<file path="src/rtl/stopwatch_core.sv">
`timescale 1ns/1ps
// -----------------------------------------------------------------------------
// stopwatch_core
//   MM:SS.CC stopwatch with start/stop and lap/clear control. The count is kept
//   directly in BCD so the display needs no conversion.
//
// Ports
//   clk        in   system clock, all state changes on the rising edge
//   rst        in   asynchronous active-high reset
//   tick       in   one-cycle pulse per 1/100 s from the upstream tick timer
//   btn_a      in   start/stop, one-cycle debounced pulse
//   btn_b      in   lap/clear, one-cycle debounced pulse
//   disp       out  {m1,m0,s1,s0,c1,c0} BCD: lap register in LAP, count otherwise
//   running    out  high in RUN and LAP
//   lap_active out  high in LAP
//   overflow   out  one-cycle pulse after the count wraps 59:59.99 -> 00:00.00
//   state_dbg  out  registered FSM state (0 IDLE, 1 RUN, 2 PAUSE, 3 LAP)
//
// Interface note: tick, btn_a and btn_b are plain single-cycle strobes with no
// handshake; a strobe is consumed on the edge where it is high and never held.
// When btn_a and btn_b arrive together, btn_a wins and btn_b is dropped.
// -----------------------------------------------------------------------------
module stopwatch_core #(
  parameter int TICK_HZ = 100
) (
  input  logic        clk,
  input  logic        rst,
  input  logic        tick,
  input  logic        btn_a,
  input  logic        btn_b,
  output logic [23:0] disp,
  output logic        running,
  output logic        lap_active,
  output logic        overflow,
  output logic [1:0]  state_dbg
);

  // TICK_HZ only documents the expected tick rate; reject nonsense values.
  if (TICK_HZ < 1) begin : g_bad_tick_hz
    $error("stopwatch_core: TICK_HZ must be positive");
  end

  localparam logic [1:0] S_IDLE  = 2'd0;
  localparam logic [1:0] S_RUN   = 2'd1;
  localparam logic [1:0] S_PAUSE = 2'd2;
  localparam logic [1:0] S_LAP   = 2'd3;

  logic [1:0]  state_q;
  logic [1:0]  state_d;
  logic [23:0] count_q;
  logic [23:0] lap_q;
  logic [23:0] count_inc;
  logic        wrap;
  logic        inc;
  logic        cap;
  logic        clr;

  // ---------------------------------------------------------------------------
  // FSM: state register
  // ---------------------------------------------------------------------------
  always_ff @(posedge clk or posedge rst) begin
    if (rst) begin
      state_q <= S_IDLE;
    end else begin
      state_q <= state_d;
    end
  end

  // ---------------------------------------------------------------------------
  // FSM: next state. btn_a is tested first so it has priority over btn_b.
  // ---------------------------------------------------------------------------
  always_comb begin
    state_d = state_q;
    case (state_q)
      S_IDLE: begin
        if (btn_a) state_d = S_RUN;
      end
      S_RUN: begin
        if (btn_a)      state_d = S_PAUSE;
        else if (btn_b) state_d = S_LAP;
      end
      S_LAP: begin
        if (btn_a)      state_d = S_PAUSE;
        else if (btn_b) state_d = S_RUN;
      end
      S_PAUSE: begin
        if (btn_a)      state_d = S_RUN;
        else if (btn_b) state_d = S_IDLE;
      end
      default: state_d = S_IDLE;
    endcase
  end

  // ---------------------------------------------------------------------------
  // FSM: outputs, all decoded from the registered state so disp switches
  // between count and lap on the same edge as the state change.
  // ---------------------------------------------------------------------------
  always_comb begin
    running    = (state_q == S_RUN) || (state_q == S_LAP);
    lap_active = (state_q == S_LAP);
    disp       = (state_q == S_LAP) ? lap_q : count_q;
    state_dbg  = state_q;
  end

  // ---------------------------------------------------------------------------
  // BCD ripple increment. Digit limits: c0,c1,s0,m0 count to 9; s1,m1 to 5.
  // Using >= makes an out-of-range digit recover on its next increment.
  // The carry left over after m1 is the 59:59.99 -> 00:00.00 wrap.
  // ---------------------------------------------------------------------------
  always_comb begin
    logic       carry;
    logic [3:0] digit;
    logic [3:0] limit;
    count_inc = count_q;
    carry     = 1'b1;
    for (int i = 0; i < 6; i++) begin
      digit = count_q[i*4 +: 4];
      limit = ((i == 3) || (i == 5)) ? 4'd5 : 4'd9;
      if (carry) begin
        if (digit >= limit) begin
          count_inc[i*4 +: 4] = 4'd0;
          carry               = 1'b1;
        end else begin
          count_inc[i*4 +: 4] = digit + 4'd1;
          carry               = 1'b0;
        end
      end
    end
    wrap = carry;
  end

  // Count and lap decisions use the pre-edge state: a tick alongside RUN->PAUSE
  // still counts, a tick alongside PAUSE->RUN does not.
  assign inc = tick && ((state_q == S_RUN) || (state_q == S_LAP));
  assign cap = (state_q == S_RUN)   && btn_b && !btn_a;
  assign clr = (state_q == S_PAUSE) && btn_b && !btn_a;

  // ---------------------------------------------------------------------------
  // Datapath registers. Lap captures the count as it stands before any
  // same-edge increment. clr and inc never coincide (clr only in PAUSE).
  // ---------------------------------------------------------------------------
  always_ff @(posedge clk or posedge rst) begin
    if (rst) begin
      count_q  <= 24'h000000;
      lap_q    <= 24'h000000;
      overflow <= 1'b0;
    end else begin
      if (clr) begin
        count_q <= 24'h000000;
      end else if (inc) begin
        count_q <= count_inc;
      end

      if (clr) begin
        lap_q <= 24'h000000;
      end else if (cap) begin
        lap_q <= count_q;
      end

      overflow <= inc && wrap;
    end
  end

endmodule

</file>
<file path="config.mk">
export PLATFORM = sky130hd
export DESIGN_NAME = stopwatch_core
export DESIGN_NICKNAME = d
export VERILOG_FILES = /design/src/rtl/stopwatch_core.sv
export SDC_FILE = /design/constraint.sdc
export NUM_CORES = 1
export LEC_CHECK = 0
export CAP_MARGIN = 30
export CORE_ASPECT_RATIO = 1.4
export CORE_MARGIN = 4
export CORE_UTILIZATION = 35
export CTS_CLUSTER_DIAMETER = 150
export DETAILED_ROUTE_END_ITERATION = 12
export PLACE_DENSITY = 0.6
export SYNTH_ARGS = -nofsm -noshare
export SYNTH_HDL_FRONTEND = slang
export SYNTH_SLANG_ARGS = --single-unit
export TNS_END_PERCENT = 10
</file>
<file path="constraint.sdc">
create_clock -name clk -period 2.1 [get_ports clk]
set_input_delay 0.42 -clock clk [delete_from_list [all_inputs] [get_ports clk]]
set_output_delay 0.42 -clock clk [all_outputs]
set_load 0.05 [all_outputs]
</file>
==> parameters.txt <==
Parameter                              Value

Global routing
  Congestion Overflow GR    0
  Antenna violations before repair    0
  Pin count of the biggest net entering global routing    52
  Wire length of the first global-routing pass    10900 µm
  Gr usage total    approximately 15%
  Via count of the first global-routing pass    2349

Clocking
  Max Root-Sink Buffers    2
  # H-tree levels    2
  Buffer cell driving the clock tree root    sky130_fd_sc_hd__clkbuf_8
  Total of hold buffers inserted after clock tree synthesis    0
  TritonCTS clock tree    done
  Number of buffers inserted during clock tree synthesis    5
  Number of sinks driven by the clock tree    51
  Clock latency at the later pin of the worst-skew pair    ~310 ps
  Clock edge transition at the registers on the reported setup and hold paths    about 100 ps

Timing
  Number of failing hold endpoints at the final stage    0
  Final critical-path setup slack    68.1 ps
  Pins Over Slew Limit    0
  Worst slew margin    66.2%
  Final period utilization    96.8%
  Final period demand of the worst path    2030 ps
  Slew of the pin with the lowest slew margin    between 500 and 600 ps
  Highest clock rate    492 MHz
  Setup violations, final    0
  Setup Skew    12.8 ps
  RSZ-0062 raised after global routing    true

Worst setup path
  Worst flop-to-flop path startpoint    count_q[8]
  Critical path peak fanout    9
  Arrival time worst endpoint    1610 ps
  Data required time at the worst endpoint    1680 ps
  Worst Path Class, Setup    register to primary output
  Cell depth of the worst flop-to-flop path    8
  Reg-to-reg setup timing slack    100 ps
  Startpoint class of the critical path    register
  Worst r2r dst    count_q[14]
  Critical path endpoint category    primary output

Yosys
  Number of standard cells after synthesis    266
  Synthesized area divided by synthesized cell count    roughly 10 µm²
  Cell area after technology mapping    2720 µm²
  Post-synthesis net count    289
  Number of enable flip-flop cells after synthesis    0
  Synth async-reset ratio    100%
  Commonest register cell after synthesis    sky130_fd_sc_hd__dfrtp_1
  Synth Warn #    0
  Register bit count reported by yosys    51
  Post-synthesis sequential area ratio    47.0%
  Post-synth cell types    44

Power
  Proportion of power drawn by the clock network    13.1%
  Combinational group share of total power    58.9%
  Static Leak    0.00177 µW
  Internal Pwr Total    between 2000 and 3000 µW
  Power density over the cells    1400 nW/µm²
  Switching part of the total    43.9%
  Max rail drop VDD    approximately 0.00065 V
  Relative contribution of sequential cells to total power    around 28%
  Tot Pwr    5300 µW
  Switching power total    2330 µW

Detailed routing
  Total vias in the final route    2177
  Overall routed net length    6250 µm
  1st-iter DRT viols    70
  Ratio of routed vias to standard cells    ~5.2
  Avg WL per Cell    roughly 15 µm
  Post-detailed-route DRC marker count    0
  Detailed-router iteration count before antenna repair    4
  Antenna-violating nets left    0

Finish
  Total of fill cells in the finished design    about 680
  Post-synthesis to final-layout area growth    39.4%
  Number of antenna diodes    0
  Share of layout cells above drive strength 1    32.7%
  Layout Nets    343

Floorplanning
  Die boundary width    82.4 µm
  Die Y-Extent    112 µm
  FP Rows    37
  DIE AREA    9250 µm²
  I/O pin cnt    34
  Core area    7450 µm²
  Initial Util    between 30% and 40%

Run status
  Outcome    finished clean

Run
  Count of max-cap constraint violations    0

Place
  Setup Slack @ Placement    -50.0 ps
  DPL Wire Length    between 4000 and 5000 µm
  Buffers added on ports    33
  Final Wtd Congestion    0.760

Worst hold path
  Tightest Hold Check Type    primary input to async pin
critical path, cell delays in order (launching register included):
cell and delay [ps]:
sky130_fd_sc_hd__dfrtp_2 440, sky130_fd_sc_hd__nand2_2 130, sky130_fd_sc_hd__buf_6 180, sky130_fd_sc_hd__mux2_2 370
sky130_fd_sc_hd__buf_4 190
state kept, by name (all words and copies together), names as in the netlist:
register and cells:
count_q 24, lap_q 24, state_dbg 2, overflow 1
cells in the mapped netlist (all sizes together), types with 2 or more instances:
cell / instances / share of area [%]
and2: 2 / 0.55
nor2: 9 / 1.2
a21oi: 12 / 2.2
nand2b: 6 / 1.4
mux2i: 3 / 1.1
mux2: 9 / 3.7
buf: 4 / 0.78
dfrtp: 51 / 47
o21ai: 29 / 5.3
ha: 18 / 8.3
nand4: 4 / 1.5
inv: 20 / 2.8
o2bb2ai: 2 / 0.65
a21o: 4 / 1.1
or3: 3 / 0.69
nand2: 25 / 3.5
or3b: 5 / 1.6
a22o: 24 / 7.7
and3: 2 / 0.65
nand3: 12 / 2.4
clkbuf: 7 / 0.97
kinds of logic after synthesis:
group	synth area share (%)
DFF	47.0
adders and majority gates	8.30
and+or+nand+nor	15.8
buffers and inverters	4.52
muxes	4.84
xor gates and xnor gates	0.323
AOI/OAI and AO/OA	19.3
timing repair:
item,4_1_cts,5_1_grt
pin swaps,0,1
gates resized for setup,4,11
gates cloned,0,0
buffers inserted,0,1
endpoints found under the setup margin,16,10
cell usage in the layout, fill, tap and decap left out, types with 4 or more instances in the layout:
master                            count
sky130_fd_sc_hd__dfrtp_1             48
sky130_fd_sc_hd__buf_4               32
sky130_fd_sc_hd__a22o_1              24
sky130_fd_sc_hd__nand2_1             24
sky130_fd_sc_hd__ha_1                18
sky130_fd_sc_hd__buf_12              17
sky130_fd_sc_hd__inv_1               16
sky130_fd_sc_hd__o21ai_4             15
sky130_fd_sc_hd__o21ai_0             13
sky130_fd_sc_hd__nand3_1             11
sky130_fd_sc_hd__a21oi_1             10
sky130_fd_sc_hd__nor2_1               9
sky130_fd_sc_hd__mux2_2               9
sky130_fd_sc_hd__nand2b_1             6
sky130_fd_sc_hd__clkdlybuf4s50_1      6
sky130_fd_sc_hd__clkbuf_8             5
sky130_fd_sc_hd__or3b_2               4
metal layers:
| metal | up-vias | routed length (µm) | track usage (%) |
|---|---|---|---|
| met5 | - | 0 | 0 |
| met4 | 0 | 103 | 4.77 |
| met3 | 8 | 141 | 2.49 |
| met2 | 25 | 3390 | 26.9 |
| met1 | 1087 | 2620 | 17.6 |
| li1 | 1057 | - | - |
power by group through the flow:
stage / logic (µW) / clock network [µW] / registers [µW]
6_report: 3120 / 692 / 1480
5_1_grt: 3350 / 756 / 1530
4_1_cts: 3150 / 720 / 1490
3_5_place_dp: 3120 / 0 / 1500
3_3_place_gp: 3080 / 0 / 1490
2_1_floorplan: 1890 / 0 / 1530
cell type report:
cell class	count	area, µm²	share of cell area, %
clock buffers	5	68.8	1.82
repair buffers	58	677	17.9
clock inverters	3	43.8	1.16
well taps	97	121	3.21
inverters	20	80.1	2.12
multi-input cells	184	1520	40.0
flip-flops and latches	51	1280	33.8
worst max-delay path by stage:
stage / from / endpoint / slack [ps] / cells past startpoint
floorplan: state_dbg[0] / disp[12] / -5 / 5
global placement: tick / count_q[17] / -20 / 6
detailed placement: state_dbg[1] / disp[13] / -50 / 5
CTS: state_dbg[0] / running / 20 / 2
global route: count_q[0] / count_q[22] / -2 / 7
finish: state_dbg[1] / disp[14] / 70 / 4
per-stage QoR:
step           hold WS [ps]  instances  setup TNS [ps]  instance area [µm²]  utilization, %
2_1_floorplan           462        266           -4.56                 2900               -
3_3_place_gp            478        409           -16.6                 3620            48.6
3_5_place_dp            478        409            -724                 3620            48.6
4_1_cts                 477        417               0                 3740            50.2
5_1_grt                 501        418           -3.14                 3790            50.8
6_report                474        418               0                 3790            50.8
Note: power is estimated with default switching activity, not from simulation.
